`src/rtl/td4_pkg.sv`:
```
// ============================================================================
// Module   : td4_pkg
// Purpose  : Shared constants, loader state type and checksum rule for TD4.
// Revision : 1.0 - initial release
// ============================================================================
`default_nettype none

package td4_pkg;

    localparam int TD4_ADDR_W = 4;
    localparam int TD4_DATA_W = 8;
    localparam int TD4_DEPTH  = 2 ** TD4_ADDR_W;

    typedef enum logic [2:0] {
        ST_IDLE  = 3'd0,
        ST_LOAD  = 3'd1,
        ST_CHECK = 3'd2,
        ST_DONE  = 3'd3,
        ST_ERROR = 3'd4
    } loader_state_t;

    // The trailing byte must make the mod-256 total of the image zero.
    function automatic logic [TD4_DATA_W-1:0] checksum_of(input logic [TD4_DATA_W-1:0] sum);
        return ~sum + TD4_DATA_W'(1);
    endfunction

endpackage

`default_nettype wire

```
`src/rtl/prog_mem.sv`:
```
// ============================================================================
// Module   : prog_mem
// Purpose  : DEPTH x DATA_W program store, one sync write, one comb read port.
// Revision : 1.0 - initial release
// ============================================================================
`default_nettype none

module prog_mem
    import td4_pkg::*;
#(
    parameter int ADDR_W = TD4_ADDR_W,
    parameter int DATA_W = TD4_DATA_W,
    parameter int DEPTH  = TD4_DEPTH
) (
    input  logic              clk,
    input  logic              n_reset,
    input  logic              we,
    input  logic [ADDR_W-1:0] waddr,
    input  logic [DATA_W-1:0] wdata,
    input  logic [ADDR_W-1:0] raddr,
    output logic [DATA_W-1:0] rdata
);

    logic [DATA_W-1:0] r_mem [DEPTH];

    always_ff @(posedge clk or negedge n_reset) begin
        if (!n_reset) begin
            for (int i = 0; i < DEPTH; i++) begin
                r_mem[i] <= '0;
            end
        end else if (we) begin
            r_mem[waddr] <= wdata;
        end
    end

    assign rdata = r_mem[raddr];

endmodule

`default_nettype wire

```
`src/rtl/prog_mem_loader.sv`:
```
// ============================================================================
// Module   : prog_mem_loader
// Purpose  : Fills the TD4 program store from a byte stream, checks checksum,
//            and releases the CPU on success.
// Revision : 1.0 - initial release
// ============================================================================
`default_nettype none

module prog_mem_loader
    import td4_pkg::*;
#(
    parameter int ADDR_W  = TD4_ADDR_W,
    parameter int DATA_W  = TD4_DATA_W,
    parameter int DEPTH   = TD4_DEPTH,
    parameter int TIMEOUT = 1024
) (
    input  logic              clk,
    input  logic              n_reset,
    input  logic              start,
    input  logic [DATA_W-1:0] in_data,
    input  logic              in_valid,
    output logic              in_ready,
    input  logic [ADDR_W-1:0] rd_addr,
    output logic [DATA_W-1:0] rd_data,
    output logic              busy,
    output logic              done,
    output logic              error,
    output logic              cpu_run,
    output logic [ADDR_W:0]   wr_count
);

    localparam int           TMR_W    = $clog2(TIMEOUT);
    localparam logic [TMR_W-1:0] TMR_LAST = TMR_W'(TIMEOUT - 1);
    localparam logic [ADDR_W:0]  CNT_LAST = (ADDR_W + 1)'(DEPTH - 1);

    loader_state_t     r_state;
    loader_state_t     w_next_state;
    logic [DATA_W-1:0] r_sum;
    logic [TMR_W-1:0]  r_timer;
    logic [ADDR_W:0]   r_wr_count;

    logic w_accept;
    logic w_timeout;
    logic w_restart;
    logic w_sum_ok;
    logic w_we;

    assign w_accept  = in_valid && in_ready;
    assign w_timeout = !w_accept && (r_timer == TMR_LAST);
    assign w_restart = start && ((r_state == ST_IDLE) || (r_state == ST_DONE) ||
                                 (r_state == ST_ERROR));
    assign w_sum_ok  = (in_data == checksum_of(r_sum));
    assign w_we      = w_accept && (r_state == ST_LOAD);

    always_ff @(posedge clk or negedge n_reset) begin
        if (!n_reset) begin
            r_state <= ST_IDLE;
        end else begin
            r_state <= w_next_state;
        end
    end

    always_comb begin
        w_next_state = r_state;
        case (r_state)
            ST_IDLE, ST_DONE, ST_ERROR: begin
                if (start) begin
                    w_next_state = ST_LOAD;
                end
            end
            ST_LOAD: begin
                if (w_accept && (r_wr_count == CNT_LAST)) begin
                    w_next_state = ST_CHECK;
                end else if (w_timeout) begin
                    w_next_state = ST_ERROR;
                end
            end
            ST_CHECK: begin
                if (w_accept) begin
                    w_next_state = w_sum_ok ? ST_DONE : ST_ERROR;
                end else if (w_timeout) begin
                    w_next_state = ST_ERROR;
                end
            end
            default: w_next_state = ST_IDLE;
        endcase
    end

    always_comb begin
        in_ready = 1'b0;
        busy     = 1'b0;
        done     = 1'b0;
        error    = 1'b0;
        cpu_run  = 1'b0;
        case (r_state)
            ST_LOAD, ST_CHECK: begin
                in_ready = 1'b1;
                busy     = 1'b1;
            end
            ST_DONE: begin
                done    = 1'b1;
                cpu_run = 1'b1;
            end
            ST_ERROR: error = 1'b1;
            default: ;
        endcase
    end

    // The inactivity timer only runs while bytes are expected.
    always_ff @(posedge clk or negedge n_reset) begin
        if (!n_reset) begin
            r_sum      <= '0;
            r_timer    <= '0;
            r_wr_count <= '0;
        end else if (w_restart) begin
            r_sum      <= '0;
            r_timer    <= '0;
            r_wr_count <= '0;
        end else if ((r_state == ST_LOAD) || (r_state == ST_CHECK)) begin
            if (w_accept || w_timeout) begin
                r_timer <= '0;
            end else begin
                r_timer <= r_timer + TMR_W'(1);
            end
            if (w_we) begin
                r_sum      <= r_sum + in_data;
                r_wr_count <= r_wr_count + (ADDR_W + 1)'(1);
            end
        end
    end

    assign wr_count = r_wr_count;

    prog_mem #(
        .ADDR_W (ADDR_W),
        .DATA_W (DATA_W),
        .DEPTH  (DEPTH)
    ) u_prog_mem (
        .clk     (clk),
        .n_reset (n_reset),
        .we      (w_we),
        .waddr   (r_wr_count[ADDR_W-1:0]),
        .wdata   (in_data),
        .raddr   (rd_addr),
        .rdata   (rd_data)
    );

endmodule

`default_nettype wire

```
`config.mk`:
```
export PLATFORM = sky130hd
export DESIGN_NAME = prog_mem_loader
export DESIGN_NICKNAME = d
export VERILOG_FILES = /design/src/rtl/td4_pkg.sv /design/src/rtl/prog_mem.sv /design/src/rtl/prog_mem_loader.sv
export SDC_FILE = /design/constraint.sdc
export NUM_CORES = 1
export LEC_CHECK = 0
export CAP_MARGIN = 0
export CORE_UTILIZATION = 55
export DETAILED_ROUTE_END_ITERATION = 10
export DONT_BUFFER_PORTS = 1
export PLACE_DENSITY = 0.7
export SLEW_MARGIN = 25
export SYNTH_ARGS = -nofsm -noshare
export SYNTH_HDL_FRONTEND = slang
export SYNTH_HIERARCHICAL = 1
export SYNTH_SLANG_ARGS = --single-unit
```
`constraint.sdc`:
```
create_clock -name clk -period 3.3 [get_ports clk]
set_clock_uncertainty 0.2 [all_clocks]
set_input_delay 0 -clock clk [delete_from_list [all_inputs] [get_ports clk]]
set_output_delay 0 -clock clk [all_outputs]
set_load 0.05 [all_outputs]
```
==> key figures <==
Outcome
  – Status: finished, violations left
  – Failing checks: hold timing

STA
  – F_max: 354.9 MHz
  – Setup TNS: 0 ps
  – Hold_ws: -929.0 ps
  – # setup viols final: 0
  – RSZ-0062 raised after global routing: no
  – Final period util: 85.39%
  – Max Transition Viols Final: 0
  – Worst Max-Slew Pin Slew: 932.4 ps
  – Min Clock Period, post-route: 2818 ps
  – Final Hold Fails: 155
  – Headroom to the max-slew limit: 37.63%

Clock tree
  – Post-CTS Setup Bufs: 0
  – Sink Count: 154
  – Clock Path Buffers: 2
  – Clock latency on the worst-skew pair: 420 ps
  – Post-CTS Hold Buffers: 10
  – Clock slew at reported path FFs: 60 ps
  – CTS buffer count: 17
  – CTS tree: done
  – H-tree depth: 4
  – Post-CTS Resized: 0
  – Clk root buf: clkbuf_16

Synth
  – Ys Warns: 6
  – Synth Register Bits: 154
  – Ys flop type: dfrtp_1
  – Avg Synthesized Cell Area: 13.49 sq um
  – Sequential element share of the synthesized area: 49.69%
  – Synth area leader: dfrtp_1
  – Number of flops mapped to enable cells by yosys: 0
  – Yosys cell types: 56
  – Synth top area cells: dfrtp_1 50%, mux2_2 18%, mux4_2 9.3%
  – Post-synthesis cell count: 575
  – Cell area after synthesis: 7755 sq um
  – Yosys top cell area share: 49.69%
  – Syn nets: 603
  – Ys async rst share: 100.0%

Setup path
  – RR Startpoint: r_state[0]$_DFFE_PN0P_
  – Worst Setup Path Type: flop to flop
  – Worst Path Arrival: 2920 ps
  – CP endpoint kind: flop
  – Crit path max fanout: 16
  – Worst Setup SP: r_state[0]$_DFFE_PN0P_
  – Reg2Reg Depth: 6
  – Setup slack, reg-to-reg: 480 ps
  – Reg-to-reg endpoint: u_prog_mem/r_mem[113]$_DFFE_PN0P_
  – Worst endpoint required time: 3400 ps
  – Worst setup SP type: flop

Floorplan
  – I/O pin count: 34
  – Die ar.: 14580 sq um
  – Core ar.: 13830 sq um
  – Core Rows: 43
  – Die height: 120.7 microns
  – Die width: 120.7 microns
  – Initial Util: 56.09%

Hold path
  – Min-delay worst type: input pin to async pin

Global routing
  – GRT Util Overall: 25.05%
  – Largest net degree at the start of global routing: 155
  – Initial antenna violation count: 0
  – Gr ovfl total: 0
  – Vias in the first global route: 4992
  – First-pass GRT wire length: 27140 microns

Pwr
  – Pwr Density: 899.6 nW/um^2
  – Max rail drop VDD: 792.1 uV
  – Leakage: 3.802 nW
  – Final Power: 7.749 mW

Detailed routing
  – Detail Route Antenna Nets: 0
  – # DRC: 0
  – Vias per cell: 6.178
  – Final WL: 16860 microns
  – Detailed Route Iter0 Violations: 301
  – Vias: 4788
  – 1st-pass router iterations: 4
  – Wirelength per Cell: 21.75 microns

Finish
  – P&R area growth vs syn: 11.08%
  – Layout cells sized above 1: 37.31%
  – Layout Nets: 610
  – # diodes: 0
  – Design Area, Final: 8615 sq um
  – Final design utilization: 62.30%

Place
  – Detailed Place HPWL: 10730 microns
  – Port bufs: 0
  – Post-placement cell area: 7885 sq um
  – RD Place Congestion: 0.7926

Flow run
  – Max-cap violations: 0
## layout make-up
class                           count  area (sq um)
Tap cell                          180         225.2
Sequential cell                   154          3854
Clock inverter                     12         162.7
Multi-Input combinational cell    383          3716
Fill cell                        1006          5213
Inverter                            8         30.03
Timing Repair Buffer               18         160.2
Clock buffer                       20         466.7
## layer usage
| metal | GRT usage, % | wire length (microns) |
|---|---|---|
| met2 | 40.98 | 8403 |
| met5 | 0 | 0 |
| met4 | 7.485 | 282 |
| met1 | 33.23 | 7328 |
| met3 | 6.085 | 844 |
## how the worst max path moves through the flow
stage,slack [ps],end
floorplan,690,u_prog_mem/r_mem[115]$_DFFE_PN0P_
global placement,600,u_prog_mem/r_mem[118]$_DFFE_PN0P_
detailed placement,540,u_prog_mem/r_mem[113]$_DFFE_PN0P_
CTS,510,u_prog_mem/r_mem[113]$_DFFE_PN0P_
global route,320,u_prog_mem/r_mem[113]$_DFFE_PN0P_
finish,480,u_prog_mem/r_mem[113]$_DFFE_PN0P_
## synth_stat cells (4+ instances only)
cell type and number:
a21o_1 4, ha_1 11, inv_1 8, a21oi_1 13
mux2_4 8, nand2_1 33, nor2b_1 6, a22oi_1 17
nor2_1 17, dfrtp_1 154, clkbuf_1 14, nand3_1 12
xnor2_1 10, and3_1 4, or3_1 6, xor2_1 11
mux2_2 122, nor2_2 6, o21ai_0 15, mux4_2 32
buf_2 7, nor3_2 4, buf_4 5
## placed cells by master (no fill, tap or decap), types with 6 or more instances in the layout
master and n:
o21ai_0 15, nand2_1 33, nor2_2 6, nand3_1 12
a22oi_1 17, dfrtp_1 154, nor2_1 17, mux4_2 32
xor2_1 11, mux2_2 122, nor2b_1 6, xnor2_1 10
buf_4 8, clkbuf_16 17, dlygate4sd3_1 10, mux2_4 8
a21oi_1 13, inv_1 8, ha_1 11, or3_1 6
## power breakdown
group	switching, mW	internal (mW)
clock network	0.785	1.26
registers	0.607	2.66
logic	1.13	1.31
total	2.52	5.23
## through the flow
| stage | cells | setup WS (ps) |
|---|---|---|
| after floorplan | 575 | 694.7 |
| after CTS | 775 | 506.2 |
| final | 775 | 482.2 |
| after global placement | 733 | 604.4 |
| after detailed placement | 733 | 536.2 |
| after global routing | 775 | 318.2 |
## cells by family (layout without fill, tap and decap cells)
family | count (synthesis) | in the layout | share of synthesized area, %
AO/OA/AOI/OAI | 66 | 66 | 5.518
XOR/XNOR | 22 | 22 | 2.581
adder cells (fa/ha/maj) | 12 | 12 | 2.033
buffers and inverters | 38 | 58 | 2.388
flip-flops | 154 | 154 | 49.69
multiplexers | 163 | 163 | 28.69
AND/OR/NAND/NOR | 120 | 120 | 9.100
## sequential cells by signal, indices dropped and copies added, names as in the netlist
name	flops
wr_count	5
r_timer	10
r_state	3
u_prog_mem/r_mem	128
r_sum	8
## critical path, cell delays in order (launching register included)
cell      delay, ps
dfrtp_1         480
nor2b_1         240
nand3b_1        130
inv_1           360
nand2_1         360
nor4_4          520
mux2_2          410
Note: power is estimated with default switching activity, not from simulation.
